--- config.mk ---
export PLATFORM = sky130hd
export DESIGN_NAME = stereo_pan_ramp
export DESIGN_NICKNAME = d
export VERILOG_FILES = /design/src/rtl/audio_pkg.sv /design/src/rtl/dff.sv /design/src/rtl/sample_scaler.sv /design/src/rtl/stereo_pan_ramp.sv
export SDC_FILE = /design/constraint.sdc
export NUM_CORES = 1
export LEC_CHECK = 0
export BUFFER_PORTS_ARGS = -buffer_cell sky130_fd_sc_hd__buf_2
export CAP_MARGIN = 15
export CORE_MARGIN = 4
export CORE_UTILIZATION = 64
export CTS_CLUSTER_SIZE = 40
export DETAILED_ROUTE_END_ITERATION = 8
export GPL_TIMING_DRIVEN = 0
export PLACE_DENSITY = 0.83
export SYNTH_ARGS = -nofsm -noshare
export SYNTH_HDL_FRONTEND = slang
export SYNTH_HIERARCHICAL = 1
export SYNTH_SLANG_ARGS = --single-unit
--- constraint.sdc ---
create_clock -name clk -period 7.9 [get_ports clk]
set_input_delay 1.185 -clock clk [delete_from_list [all_inputs] [get_ports clk]]
set_output_delay 1.185 -clock clk [all_outputs]
set_load 0.02 [all_outputs]
--- src/rtl/audio_pkg.sv ---
// Shared audio-path types: pan state encoding, unity gain helper, codec word width.
// Pure declarations; no latency or flow control of its own.
package audio_pkg;

  typedef enum logic [1:0] {
    HOLD_L,
    HOLD_R,
    RAMP_TO_R,
    RAMP_TO_L
  } pan_state_t;

  localparam int CODEC_W = 24;

  function automatic int gain_full(input int gw);
    return 1 << gw;
  endfunction

endpackage

--- src/rtl/dff.sv ---
// Plain resettable register, used as a synchroniser stage.
// One cycle latency; no flow control.
module dff #(
  parameter int W = 1
) (
  input  logic         clk,
  input  logic         reset,
  input  logic [W-1:0] d,
  output logic [W-1:0] q
);

  always_ff @(posedge clk) begin
    if (reset) q <= '0;
    else       q <= d;
  end

endmodule

--- src/rtl/sample_scaler.sv ---
// Signed sample times unsigned Q.GW gain, arithmetic shift back to 16 bits.
// One cycle latency, result captured only when en is high; no backpressure.
module sample_scaler #(
  parameter int GW = 8
) (
  input  logic               clk,
  input  logic               reset,
  input  logic               en,
  input  logic signed [15:0] sample,
  input  logic        [GW:0] gain,
  output logic signed [15:0] scaled
);

  localparam int PW = 17 + GW;

  logic signed [PW-1:0] prod;

  // Gain is zero-extended so the multiply stays signed; gain <= unity keeps the result in 16 bits.
  assign prod = $signed({{(PW-16){sample[15]}}, sample}) *
                $signed({{(PW-GW-1){1'b0}}, gain});

  always_ff @(posedge clk) begin
    if (reset)   scaled <= '0;
    else if (en) scaled <= 16'(prod >>> GW);
  end

endmodule

--- src/rtl/stereo_pan_ramp.sv ---
// Routes the mono sample to left or right headphone, crossfading over codec frames on a switch change.
// Output updates two cycles after new_frame; no backpressure, one frame accepted per cycle.
module stereo_pan_ramp
  import audio_pkg::*;
#(
  parameter int GW   = 8,
  parameter int STEP = 4
) (
  input  logic               clk,
  input  logic               reset,
  input  logic               stereo_sel,
  input  logic        [15:0] sample_in,
  input  logic               sample_valid,
  input  logic               new_frame,
  output logic [CODEC_W-1:0] hphone_l,
  output logic [CODEC_W-1:0] hphone_r,
  output logic               ramp_active
);

  localparam logic [GW:0] FULL   = (GW+1)'(gain_full(GW));
  localparam logic [GW:0] STEP_G = (GW+1)'(STEP);

  logic               sel_m, sel_s;
  logic signed [15:0] hold;
  logic        [GW:0] gain_l, gain_r;
  logic        [GW:0] gl_up, gl_dn, gr_up, gr_dn;
  logic               to_r_done, to_l_done;
  logic               frame_d;
  logic signed [15:0] scaled_l, scaled_r;
  pan_state_t         state;

  function automatic logic [GW:0] step_up(input logic [GW:0] g);
    logic [GW+1:0] s;
    s = {1'b0, g} + {1'b0, STEP_G};
    return (s >= {1'b0, FULL}) ? FULL : s[GW:0];
  endfunction

  function automatic logic [GW:0] step_dn(input logic [GW:0] g);
    return (g <= STEP_G) ? '0 : g - STEP_G;
  endfunction

  dff #(.W(1)) u_sync_0 (.clk(clk), .reset(reset), .d(stereo_sel), .q(sel_m));
  dff #(.W(1)) u_sync_1 (.clk(clk), .reset(reset), .d(sel_m),      .q(sel_s));

  always_ff @(posedge clk) begin
    if (reset)             hold <= '0;
    else if (sample_valid) hold <= sample_in;
  end

  always_comb begin
    gl_up     = step_up(gain_l);
    gl_dn     = step_dn(gain_l);
    gr_up     = step_up(gain_r);
    gr_dn     = step_dn(gain_r);
    to_r_done = (gr_up == FULL) && (gl_dn == '0);
    to_l_done = (gl_up == FULL) && (gr_dn == '0);
  end

  always_ff @(posedge clk) begin
    if (reset) begin
      state       <= HOLD_L;
      gain_l      <= FULL;
      gain_r      <= '0;
      ramp_active <= 1'b0;
    end else begin
      case (state)
        HOLD_L: if (sel_s) begin
          state       <= RAMP_TO_R;
          ramp_active <= 1'b1;
        end
        HOLD_R: if (!sel_s) begin
          state       <= RAMP_TO_L;
          ramp_active <= 1'b1;
        end
        default: begin
          // Direction tracks the live switch, so a reversal resumes from the current gains.
          if (!new_frame) begin
            state <= sel_s ? RAMP_TO_R : RAMP_TO_L;
          end else if (sel_s) begin
            gain_r      <= gr_up;
            gain_l      <= gl_dn;
            state       <= to_r_done ? HOLD_R : RAMP_TO_R;
            ramp_active <= !to_r_done;
          end else begin
            gain_l      <= gl_up;
            gain_r      <= gr_dn;
            state       <= to_l_done ? HOLD_L : RAMP_TO_L;
            ramp_active <= !to_l_done;
          end
        end
      endcase
    end
  end

  sample_scaler #(.GW(GW)) u_scale_l (
    .clk(clk), .reset(reset), .en(new_frame), .sample(hold), .gain(gain_l), .scaled(scaled_l)
  );
  sample_scaler #(.GW(GW)) u_scale_r (
    .clk(clk), .reset(reset), .en(new_frame), .sample(hold), .gain(gain_r), .scaled(scaled_r)
  );

  always_ff @(posedge clk) begin
    if (reset) begin
      frame_d  <= 1'b0;
      hphone_l <= '0;
      hphone_r <= '0;
    end else begin
      frame_d <= new_frame;
      if (frame_d) begin
        hphone_l <= {scaled_l, {(CODEC_W-16){1'b0}}};
        hphone_r <= {scaled_r, {(CODEC_W-16){1'b0}}};
      end
    end
  end

endmodule
# --- Word-level counts from Yosys, hierarchy flattened ---
# Cells that the tools add are included.
word_totals:
  in_bits: 21
  out_inout_bits: 49
  ff_bits: 104
op_classes:
  magnitude_cmp: 4
  mul: 2
  bitwise: 1
  n_addsub: 4
  eq_ne: 5
  mux: 19
  reduce_logical: 12
op_table:
  columns: ["cell", "count"]
  rows:
  - ["2-to-1 mux 9 bit", 6]
  - ["multiplier 16 x 10 -> 24 bit", 2]
  - ["adder 9 x 3 -> 10 bit, second input constant", 2]
  - [">= comparator 10 x 9 -> 1 bit, second input constant", 2]
  - ["== test 9 bit, second input constant", 2]
  - ["less-or-equal comparator 9 x 3 -> 1 bit, second input constant", 2]
  - ["logical NOT 9 bit", 2]
  - ["subtractor 9 x 3 -> 9 bit, second input constant", 2]
  - ["2-to-1 mux 2 bit", 6]
  - ["2-to-1 mux 1 bit", 5]
  - ["case mux 2 bit (2 select lines)", 1]
  - ["AND reduction 2 bit", 2]
  - ["AND reduction 3 bit", 1]
  - ["nonzero test 3 bit", 1]
  - ["== test 2 x 1 -> 1 bit, second input constant", 1]
  - ["logical AND 1 bit", 2]
  - ["logical NOT 1 bit", 2]
  - ["logical NOT 2 bit", 1]
  - ["inequality test 2 x 1 -> 1 bit, second input constant", 1]
  - ["inequality test 2 bit, second input constant", 1]
  - ["case mux 1 bit (2 select lines)", 1]
  - ["OR reduction 2 bit", 1]
  - ["inverter 1 bit", 1]

# --- Depth between registers and ports, before layout ---
# Gate-level depths: netlist of the first run.
logic_depth:
  word_depth: 9
  ltp_mapped: 21
  mapped_depth_nobuf: 20

# --- Hierarchy ---
# The synthesis of the first run kept the hierarchy.
by_module_without_submodules:
  columns: ["mod", "cells_each", "area_per_inst_um2", "instances", "seq_area_each_um2"]
  rows:
  - ["sample_scaler at u_scale_l", 598, 5388.9, 1, 320.3]
  - ["sample_scaler at u_scale_r", 594, 5373.9, 1, 320.3]
  - ["stereo_pan_ramp", 392, 3455.8, 1, 1401.3]
  - ["dff", 2, 33.8, 2, 20.0]

# --- Worst setup path after synthesis of the first run ---
# Ideal clock, no wire load.
synth_timing:
  kind: "register to register"
  startpoint: "register gain_l[3]"
  endpoint: "register u_scale_l.scaled[7]"
  arrival_ps: 5212
  slack_ps: 2556
  setup_ps: 132
  period_less_slack_ps: 5344
  path_stages_with_launch: 22
  path_cell_list: "dfxtp_1 -> clkbuf_1 -> nand2_1 -> fa_1 -> inv_1 -> fa_1 -> inv_1 -> fa_1 -> inv_1 -> fa_1 -> inv_1 -> fa_1 -> inv_1 -> ha_1 -> a21oi_1 -> nand2_1 -> a21oi_1 -> a21oi_2 -> o21a_2 -> or3_1 -> nand3_1 -> a21oi_1"
synth_between:
  elab_chain_cells: 1
synth_lines:
  columns: ["item", "line", "text"]
  rows:
  - ["start, declared", "stereo_pan_ramp.sv:25", "logic [GW:0] gain_l, gain_r;"]
  - ["start signal, assigned", "stereo_pan_ramp.sv:81", "gain_l <= gl_dn;"]
  - ["start signal, assigned", "stereo_pan_ramp.sv:85", "gain_l <= gl_up;"]
  - ["multiplier 16 x 10 -> 24 bit", "sample_scaler.sv:19", "assign prod = $signed({{(PW-16){sample[15]}}, sample}) *"]
  - ["end signal, assigned", "sample_scaler.sv:24", "else if (en) scaled <= 16'(prod >>> GW);"]
  - ["end, declared", "sample_scaler.sv:11", "output logic signed [15:0] scaled"]
# No other way between the ends.
# A chain may end at the register's enable or synchronous reset.

# --- Final worst setup path of the first run ---
layout_timing:
  startpoint: "register gain_l[3]"
  endpoint: "register u_scale_l.scaled[8]"
# The elaborated chain is that of the path after synthesis.

==> impl_metrics.yaml, run 1 <==
synthesis:
  synth_top_cell_area_share: 0.319
  synthesis.area_um2: 14300
  synth-compound-area-share: 0.0893
  synth-edff-count: 0
  synth_top_family_by_area: "adder cells"
  synthTopCellsByArea: "fa_1, dfxtp_1, ha_1"
  avgSynthCellArea_um2: 9.00
  synthCells: 1588
  synth_seq_area_share: 0.146
  synthArstFlopShare: 0
  yosys.area_share.simple: 0.189
  synthAdderAreaFrac: 0.412
  ys.flop_type: "dfxtp_1"
  synth-xor-area-share: 0.0227
  yosys_warnings: 6
  yosysTopAreaCell: "fa_1"
  synthMuxAreaShare: 0.0407
  synthDistinctLibCells: 84
  ys_ff_latch: 104
floorplan:
  design.core.area_um2: 21900
  die_h_um: 157
  die_w_um: 157
  row_count: 54
  start_util: 0.653
  io_pins: 70
  die-area_um2: 24800
power_and_ir_drop:
  ir_drop_uv: 97.5
  p_per_area_nw_per_um2: 94.2
  p_leak_nw: 7.99
placed_design:
  place.port_buffers: 52
  place_congestion: 0.976
  hpwlAfterDp_um: 27700
cells_and_area:
  fin_util: 0.697
  layout.nets: 2021
  antenna_cells: 0
  drive_gt1_frac: 0.0742
  syn_to_final_growth_pct: 6.85
global_routing:
  grt_pass1_wl_um: 59000
  grt_pass1_vias: 12175
  track_usage: 0.301
  gr-total-overflow: 0
  antenna_found_initial: 0
  grt_max_degree: 20
sta:
  fin_skew_ns: 0.0174
  rsz0062_at_grt: "false"
  maxSlewViolCount: 0
  tightest_slew_ns: 0.870
  timing.setup.tns_ns: 0
  layout_min_cycle_time_ns: 6.33
  hold_slack_ns: 0.452
  fin_crit_sh: 0.801
  slew_headroom: 0.420
  fmax_mhz: 158
  hold_viol_final: 0
  setup_violations: 0
setup_path:
  cp.required_ns: 8.14
  crit_fanout: 16
  timing_worst_setup_path_type: "reg2reg"
  end_kind: "register"
  crit_arrival_ns: 6.57
  worstSetupStartpointType: "register"
clocking:
  cts_setup_buffers: 0
  clk_pin_slew_ns: 0.08
  cts_buffer_depth: 2
  cts_root_buf: "clkbuf_16"
  cts.repair.resized: 0
  cts_made_buffers: 9
  cts_hold_buf: 0
  htreeDepth: 3
  clock_sinks: 104
  worstSkewPairLatency_ns: 0.37
  cts_tree: "done"
route:
  drc: 0
  vias_per_cell: 5.85
  wire_per_inst_um: 18.0
  via_count: 11413
  totalWireLength_um: 35200
  drtPass1Iterations: 6
  antenna_left: 0
  drt-initial-drc-count: 680
run:
  drv_cap: 0
min_path:
  hp-class: "reg2reg"
run_status:
  status: "complete, no violations"
-- Yosys cell counts (all sizes together), types with 14 or more instances --
cell    instances
a21o           14
a21oi          42
and2          148
buf            33
clkbuf         58
dfxtp         104
fa            228
ha            106
inv           262
mux2i          57
nand2         175
nand3          24
nor2           89
nor3           17
o21ai          14
xnor2          22
xor2           15
-- layer usage --
layer  global-route usage  wire (um)  vias to the layer above
met1                0.364      13500                     5614
met3               0.0487       2240                      136
li1                     -          -                     5176
met4                0.149       1750                        0
met5                    0          0                        -
met2                0.522      17700                      487
-- cells in the final DEF (no fill, tap or decap), drive strengths merged, types with 22 or more instances in the layout --
cell	instances
ha	106
nand3	24
and2	148
buf	85
xnor2	22
nand2	175
nor2	89
mux2i	57
dfxtp	104
clkbuf	68
fa	228
inv	265
a21oi	42
-- critical path, cell delays in order (launching register included) --
cell      delay (ns)
dfxtp_1         0.79
clkbuf_1        0.51
nand2_1         0.16
fa_1            0.56
inv_1           0.06
fa_1            0.52
inv_1           0.06
fa_1            0.50
inv_1           0.07
fa_1            0.55
inv_1           0.06
fa_1            0.54
inv_1           0.04
ha_1            0.34
a21oi_1         0.17
nand2_1         0.11
a21oi_1         0.29
a21oi_2         0.12
o21a_2          0.24
o21ai_1         0.25
nand4_1         0.17
o311ai_1        0.13
-- per-stage QoR --
stage                     setup WS [ns]  instances  area, um^2  total power (W)
after floorplan                    2.56       1603       14300         0.000844
after global placement             1.87       1935       15000         0.000948
after detailed placement           1.78       1935       15000         0.000957
after CTS                          1.68       1951       15300          0.00144
after global routing               1.29       1951       15300          0.00151
final                              1.57       1951       15300          0.00144
-- power breakdown --
part,internal (W),total [W],switching [W]
registers,0.000546,0.000590,0.0000445
clock network,0.000254,0.000485,0.000231
logic,0.000138,0.000363,0.000225
-- layout make-up --
type	instances	area, um^2
Clock inverter	6	82.6
Fill cell	1735	6630
Clock buffer	10	229
Timing Repair Buffer	52	260
Sequential cell	104	2080
Tap cell	280	350
Multi-Input combinational cell	1145	10800
Inverter	262	983
Buffer	92	444
-- kinds of logic (layout without fill, tap and decap cells) --
| family | count (synthesis) | in the layout |
|---|---|---|
| multiplexers | 58 | 58 |
| AO/OA/AOI/OAI | 169 | 169 |
| XOR/XNOR | 37 | 37 |
| flip-flops | 104 | 104 |
| buffers and inverters | 354 | 422 |
| AND/OR/NAND/NOR | 531 | 531 |
| other | 1 | 16 |
| adder cells (fa/ha/maj) | 334 | 334 |
-- flip-flops by register name, summed over array words and instances (netlist names), named ones only --
register,count
frame_d,1
u_scale_l/scaled,16
gain_l,9
u_sync_0/q,1
u_scale_r/scaled,16
ramp_active,1
state,1
hphone_l,16
gain_r,9
u_sync_1/q,1
hphone_r,16
hold,16
-- path summary, 6_finish.rpt --
kind	from	end	slack, ns	depth (start not counted)
setup / recovery	gain_l[3]	u_scale_l/scaled[8]	1.57	21
hold / removal	u_sync_0/q	u_sync_1/q	0.45	1
setup reg to reg	gain_l[3]	u_scale_l/scaled[8]	1.57	21
hold reg to reg	u_sync_0/q	u_sync_1/q	0.45	1
No activity file was read; power rests on OpenSTA's default activity.
==> run 2: changes to the inputs <==
==> constraint.sdc (replaced) <==
create_clock -name clk -period 6.45 [get_ports clk]
set_input_delay 0.9675 -clock clk [delete_from_list [all_inputs] [get_ports clk]]
set_output_delay 0.9675 -clock clk [all_outputs]
set_load 0.02 [all_outputs]
==> run 2 against run 1 <==
Sequential share of layout area hardly changed. First-iteration DRC count unchanged. Worst hold slack about the same. Clock skew is essentially flat. Routed wire length barely moved. Die area unchanged. Sequential power up 23%.
==> impl_metrics.yaml, run 2 (synthesis results as in run 1) <==
run_status:
  status: "complete, no violations"
cells_and_area:
  drive_gt1_frac: 0.0754
  fillers: 1734
  layout_common_cells: "inv_1, fa_1, nand2_1, and2_1, ha_1"
  fin_cells: 1951
  ff_latch_area_um2: 2080
  syn_to_final_growth_pct: 6.87
  layout_commonest_cell: "inv_1"
  layout.nets: 2021
  fin_util: 0.697
  multiInputGateArea_um2: 10800
  antenna_cells: 0
setup_path:
  timing_worst_setup_path_type: "reg2reg"
  path_common_cell: "fa_1"
  crit_path_cell_trace: "clkbuf_1, nand2_1, fa_1, inv_1, fa_1, fa_1, fa_1, inv_1, fa_1, inv_1, ha_1, a21o_1, a21oi_1, nand3_1, o211ai_4, o21ai_2, a311o_1, a311oi_1"
  cp.required_ns: 6.71
  r2r-end: "u_scale_r/scaled[15]"
  end_kind: "register"
  crit_arrival_ns: 6.46
  max_stage_delay_ns: 0.63
  cpMaxStageDelayCell: "dfxtp_1"
  worstSetupStartpointType: "register"
  r2r_start: "gain_r[4]"
  ff2ff_path_depth: 18
  crit_fanout: 10
  rrSetupSlack_ns: 0.25
floorplan:
  row_count: 54
  design.core.area_um2: 21900
  die_w_um: 157
  die-area_um2: 24800
  start_util: 0.653
  die_h_um: 157
  io_pins: 70
global_routing:
  grt_pass1_vias: 12175
  gr-total-overflow: 0
  antenna_found_initial: 0
  grt_pass1_wl_um: 59000
  grt_max_degree: 20
  track_usage: 0.301
route:
  totalWireLength_um: 35200
  drt-initial-drc-count: 680
  vias_per_cell: 5.85
  antenna_left: 0
  wire_per_inst_um: 18.0
  via_count: 11420
  drc: 0
  drtPass1Iterations: 6
placed_design:
  pre_cts_slack_ns: 0.328
  place.port_buffers: 52
  place_congestion: 0.976
  hpwlAfterDp_um: 27700
  dp.cells: 1935
clocking:
  cts_root_buf: "clkbuf_16"
  cts_made_buffers: 9
  htreeDepth: 3
  cts_buffer_depth: 2
  cts_tree: "done"
  clock_sinks: 104
  worstSkewPairLatency_ns: 0.37
  clk_pin_slew_ns: 0.08
  cts_hold_buf: 0
sta:
  fin_ws_ns: 0.252
  rsz0062_at_grt: "false"
  setup_violations: 0
  maxSlewViolCount: 0
  timing.setup.tns_ns: 0
  fin_skew_ns: 0.0177
  slew_headroom: 0.421
  fmax_mhz: 161
  fin_crit_sh: 0.961
  tightest_slew_ns: 0.869
  layout_min_cycle_time_ns: 6.20
  hold_viol_final: 0
run:
  drv_cap: 0
min_path:
  worst_hold_path.endpoint: "u_sync_1/q"
  hp-class: "reg2reg"
  min_from: "u_sync_0/q"
  whs_path_depth: 1
power_and_ir_drop:
  p_per_area_nw_per_um2: 115
  ir_drop_uv: 119
  p_leak_nw: 7.99
==> run 2: cell count changes in the layout (fill, tap and decap cells not counted) <==
cell	delta
clkbuf_1	-1
clkbuf_2	+1
dfxtp_1	-1
dfxtp_2	+1
==> run 2: final cells by class <==
class                   instances  area share
plain buffers                  92      0.0292
clock buffers                  10      0.0150
clock inverters                 6     0.00541
inverters                     262      0.0644
multi-input cells            1145       0.710
flip-flops and latches        104       0.136
well taps                     280      0.0229
repair buffers                 52      0.0170
==> run 2: per-layer routing <==
metal / GRT usage / vias up / part of all wire / wire, um
met1: 0.364 / 5610 / 0.39 / 13600
met4: 0.149 / 0 / 0.051 / 1790
met3: 0.0487 / 142 / 0.061 / 2160
met5: 0 / - / 0 / 0
met2: 0.522 / 497 / 0.50 / 17700
li1: - / 5171 / - / -
==> run 2: where the power goes <==
| part | total, W | internal, W | leakage (nW) | switching [W] |
|---|---|---|---|---|
| clock | 0.000594 | 0.000311 | 0.148 | 0.000283 |
| sequential | 0.000723 | 0.000668 | 0.845 | 0.0000545 |
| combinational | 0.000444 | 0.000168 | 7.00 | 0.000276 |
| total | 0.00176 | 0.00115 | 7.99 | 0.000613 |
==> run 2: worst max-delay path by stage <==
stage | startpoint | endpoint | slack [ns] | cells after the start
2_1_floorplan | gain_l[3] | u_scale_l/scaled[7] | 1.11 | 21
3_3_place_gp | gain_l[3] | u_scale_l/scaled[7] | 0.42 | 21
3_5_place_dp | gain_l[3] | u_scale_l/scaled[7] | 0.33 | 21
4_1_cts | gain_l[3] | u_scale_l/scaled[8] | 0.23 | 21
5_1_grt | gain_l[5] | u_scale_l/scaled[8] | 0.01 | 19
6_report | gain_r[4] | u_scale_r/scaled[15] | 0.25 | 18
==> run 2: repair_timing <==
| item | 4_1_cts | 5_1_grt |
|---|---|---|
| buffers inserted | 0 | 0 |
| gates resized for setup | 0 | 3 |
| endpoints found under the setup margin | 0 | 8 |
==> run 2: worst max-delay path: cells and delay by family, from the launching register on <==
family          cells  cell delay [ns]
fa+ha+maj           6             2.90
simple gates        2             0.36
buf+inv             4             0.69
compound gates      6             1.50
flops               1             0.63
==> run 2: per-stage QoR <==
stage               hold WS [ns]  total power, W  cell area [um^2]
floorplan                  0.428         0.00103             14300
global placement           0.438         0.00116             15000
detailed placement         0.441         0.00117             15000
CTS                        0.454         0.00177             15300
global route               0.467         0.00185             15300
finish                     0.452         0.00176             15300
==> run 3: changes to the inputs <==
--- a/config.mk
+++ b/config.mk
@@ -5,6 +5,7 @@
 export SDC_FILE = /design/constraint.sdc
 export NUM_CORES = 1
 export LEC_CHECK = 0
+export ABC_AREA = 1
 export BUFFER_PORTS_ARGS = -buffer_cell sky130_fd_sc_hd__buf_2
 export CAP_MARGIN = 15
 export CORE_MARGIN = 4
@@ -12,7 +13,7 @@
 export CTS_CLUSTER_SIZE = 40
 export DETAILED_ROUTE_END_ITERATION = 8
 export GPL_TIMING_DRIVEN = 0
-export PLACE_DENSITY = 0.83
+export PLACE_DENSITY_LB_ADDON = 0.05
 export SYNTH_ARGS = -nofsm -noshare
 export SYNTH_HDL_FRONTEND = slang
 export SYNTH_HIERARCHICAL = 1
==> run 3 against run 2 <==
Design area grew 11%. Register-to-register slack gained 0.14 ns. Sequential share of layout area shrank 1.4 points. Total power grew 14%. Die area grew 11%. Critical path depth grew 4. Highest routed layer unchanged. Worst hold slack lost 0.031 ns. Global-route usage grew 0.43 points. Setup slack gained 0.14 ns.
==> impl_metrics.yaml, run 3 <==
run_status:
  status: "complete, no violations"
clocking:
  cts_tree: "done"
  worstSkewPairLatency_ns: 0.37
  cts_made_buffers: 9
  cts_root_buf: "clkbuf_16"
  clk_pin_slew_ns: 0.08
  cts_hold_buf: 0
  cts.repair.resized: 0
  cts_setup_buffers: 0
  htreeDepth: 3
  clock_sinks: 104
  cts_buffer_depth: 2
cells_and_area:
  layout.nets: 2726
  ff_latch_area_um2: 2080
  fillers: 2175
  multiInputGateArea_um2: 11400
  fin_util: 0.696
  layout_commonest_cell: "nand2_1"
  layout_common_cells: "nand2_1, inv_1, nor2_1, fa_1, ha_1"
  drive_gt1_frac: 0.0804
  antenna_cells: 0
  syn_to_final_growth_pct: 6.51
power_and_ir_drop:
  p_per_area_nw_per_um2: 118
  p_comb_frac: 0.354
  internal_power_w: 0.00120
  ir_drop_uv: 110
  switching_share: 0.400
  p_leak_nw: 10.4
  p_seq_frac: 0.360
  p_switching_w: 0.000804
  clockPowerShare: 0.286
sta:
  setup_violations: 0
  maxSlewViolCount: 0
  tightest_slew_ns: 0.661
  slew_headroom: 0.560
  rsz0062_at_grt: "false"
  fin_crit_sh: 0.940
  layout_min_cycle_time_ns: 6.06
  hold_viol_final: 0
  timing.setup.tns_ns: 0
  fmax_mhz: 165
  fin_skew_ns: 0.0174
floorplan:
  row_count: 57
  io_pins: 70
  die_h_um: 166
  design.core.area_um2: 24400
  start_util: 0.654
  die-area_um2: 27500
  die_w_um: 166
setup_path:
  timing_worst_setup_path_type: "reg2reg"
  path_common_cell: "fa_1"
  crit_path_cell_trace: "clkbuf_1, clkbuf_1, nand2_1, fa_1, inv_1, fa_1, fa_1, fa_1, inv_1, fa_1, inv_1, ha_1, a21oi_2, nor2_1, nor2_2, nor2_1, nor2_1, nand2_1, nand2_1, nand3_1, nand2_1, inv_1"
  path_buf_inv: 6
  cp_top_family: "adder cells"
  ff2ff_path_depth: 22
  crit_fanout: 10
  crit_cells: 22
  cpMaxStageDelayCell: "dfxtp_1"
  crit_arrival_ns: 6.34
  end_kind: "register"
  cp.required_ns: 6.73
  max_stage_delay_ns: 0.58
  worstSetupStartpointType: "register"
global_routing:
  grt_pass1_wl_um: 69700
  track_usage: 0.305
  grt_max_degree: 22
  antenna_found_initial: 0
  gr-total-overflow: 0
  grt_pass1_vias: 14563
synthesis:
  synth-edff-count: 0
  synthAdderAreaFrac: 0.369
  yosysTopAreaCell: "fa_1"
  ys_ff_latch: 104
  synthCells: 2292
  yosys_warnings: 6
  synthesis.area_um2: 15900
  synth-xor-area-share: 0.0137
  ys.flop_type: "dfxtp_1"
  synthDistinctLibCells: 45
  synthMuxAreaShare: 0
  synth_top_family_by_area: "adder cells"
  yosysMostFrequentCell: "nand2_1"
  avgSynthCellArea_um2: 6.96
  yosys.area_share.simple: 0.264
  synth_seq_area_share: 0.131
  synth-compound-area-share: 0.0610
  synthTopCellsByArea: "fa_1, nand2_1, dfxtp_1"
  synth_top_cell_area_share: 0.286
  synth_commonest_cells: "nand2_1, inv_1, nor2_1"
  synthArstFlopShare: 0
route:
  totalWireLength_um: 40800
  drc: 0
  vias_per_cell: 5.26
  wire_per_inst_um: 15.1
  via_count: 14213
  antenna_left: 0
  drtPass1Iterations: 5
  drt-initial-drc-count: 980
placed_design:
  place_congestion: 0.969
  place.port_buffers: 53
  hpwlAfterDp_um: 33400
min_path:
  whs_path_depth: 2
  hp-class: "reg2reg"
run:
  drv_cap: 0
run 3: changes by cell type after synthesis, sizes merged, moves of 14 or more:
cell,change
inv,+269
clkbuf,+20
nor2,+175
and2,-145
a21oi,+14
o21ai,+78
mux2i,-57
nand2,+436
nand4,+14
xnor2,-17
nand3,+73
run 3: routing by layer:
layer | GRT usage | routed length [um] | up-vias
met1 | 0.386 | 16700 | 6750
met5 | 0 | 0 | -
li1 | - | - | 6861
met3 | 0.0305 | 2170 | 117
met4 | 0.122 | 1840 | 0
met2 | 0.540 | 20100 | 485
run 3: logic make-up after synthesis:
family,count (synthesis)
other,1
buffers and inverters,648
AO/OA/AOI/OAI,175
XOR/XNOR,25
flip-flops,104
adder cells (fa/ha/maj),334
AND/OR/NAND/NOR,1005
run 3: cell type report:
cell class | count | share of cell area
tap | 324 | 0.0239
timing repair buffer | 53 | 0.0156
sequential | 104 | 0.123
buffer | 115 | 0.0333
clock inverter | 7 | 0.00501
clock buffer | 9 | 0.0133
inverter | 533 | 0.118
multi-input combinational | 1555 | 0.669
run 3: final timing paths:
check | startpoint | to | slack (ns)
worst max register to register | gain_l[6] | u_scale_l/scaled[9] | 0.39
worst min register to register | u_sync_0/q | u_sync_1/q | 0.42
worst max-delay path | gain_l[6] | u_scale_l/scaled[9] | 0.39
worst min-delay path | u_sync_0/q | u_sync_1/q | 0.42
run 3: tightest hold or removal path, cell delays in order (launching register included):
cell     delay (ns)
dfxtp_1        0.30
inv_1          0.05
nor2_2         0.03
run 3: metrics by stage:
stage               hold slack [ns]  worst slack, ns  instances  area, um^2  total power (W)
CTS                           0.422            0.425       2700       17000          0.00201
floorplan                     0.402             1.37       2307       16000          0.00123
global placement              0.403            0.512       2684       16700          0.00142
detailed placement            0.411            0.435       2684       16700          0.00144
finish                        0.421            0.389       2700       17000          0.00201
global route                  0.449           0.0407       2700       17000          0.00214
run 3: power groups by stage:
stage	combinational, W	sequential (W)	clock [W]
floorplan	0.000490	0.000743	0
global placement	0.000686	0.000736	0
detailed placement	0.000703	0.000737	0
CTS	0.000708	0.000722	0.000582
global route	0.000799	0.000729	0.000607
finish	0.000710	0.000723	0.000574
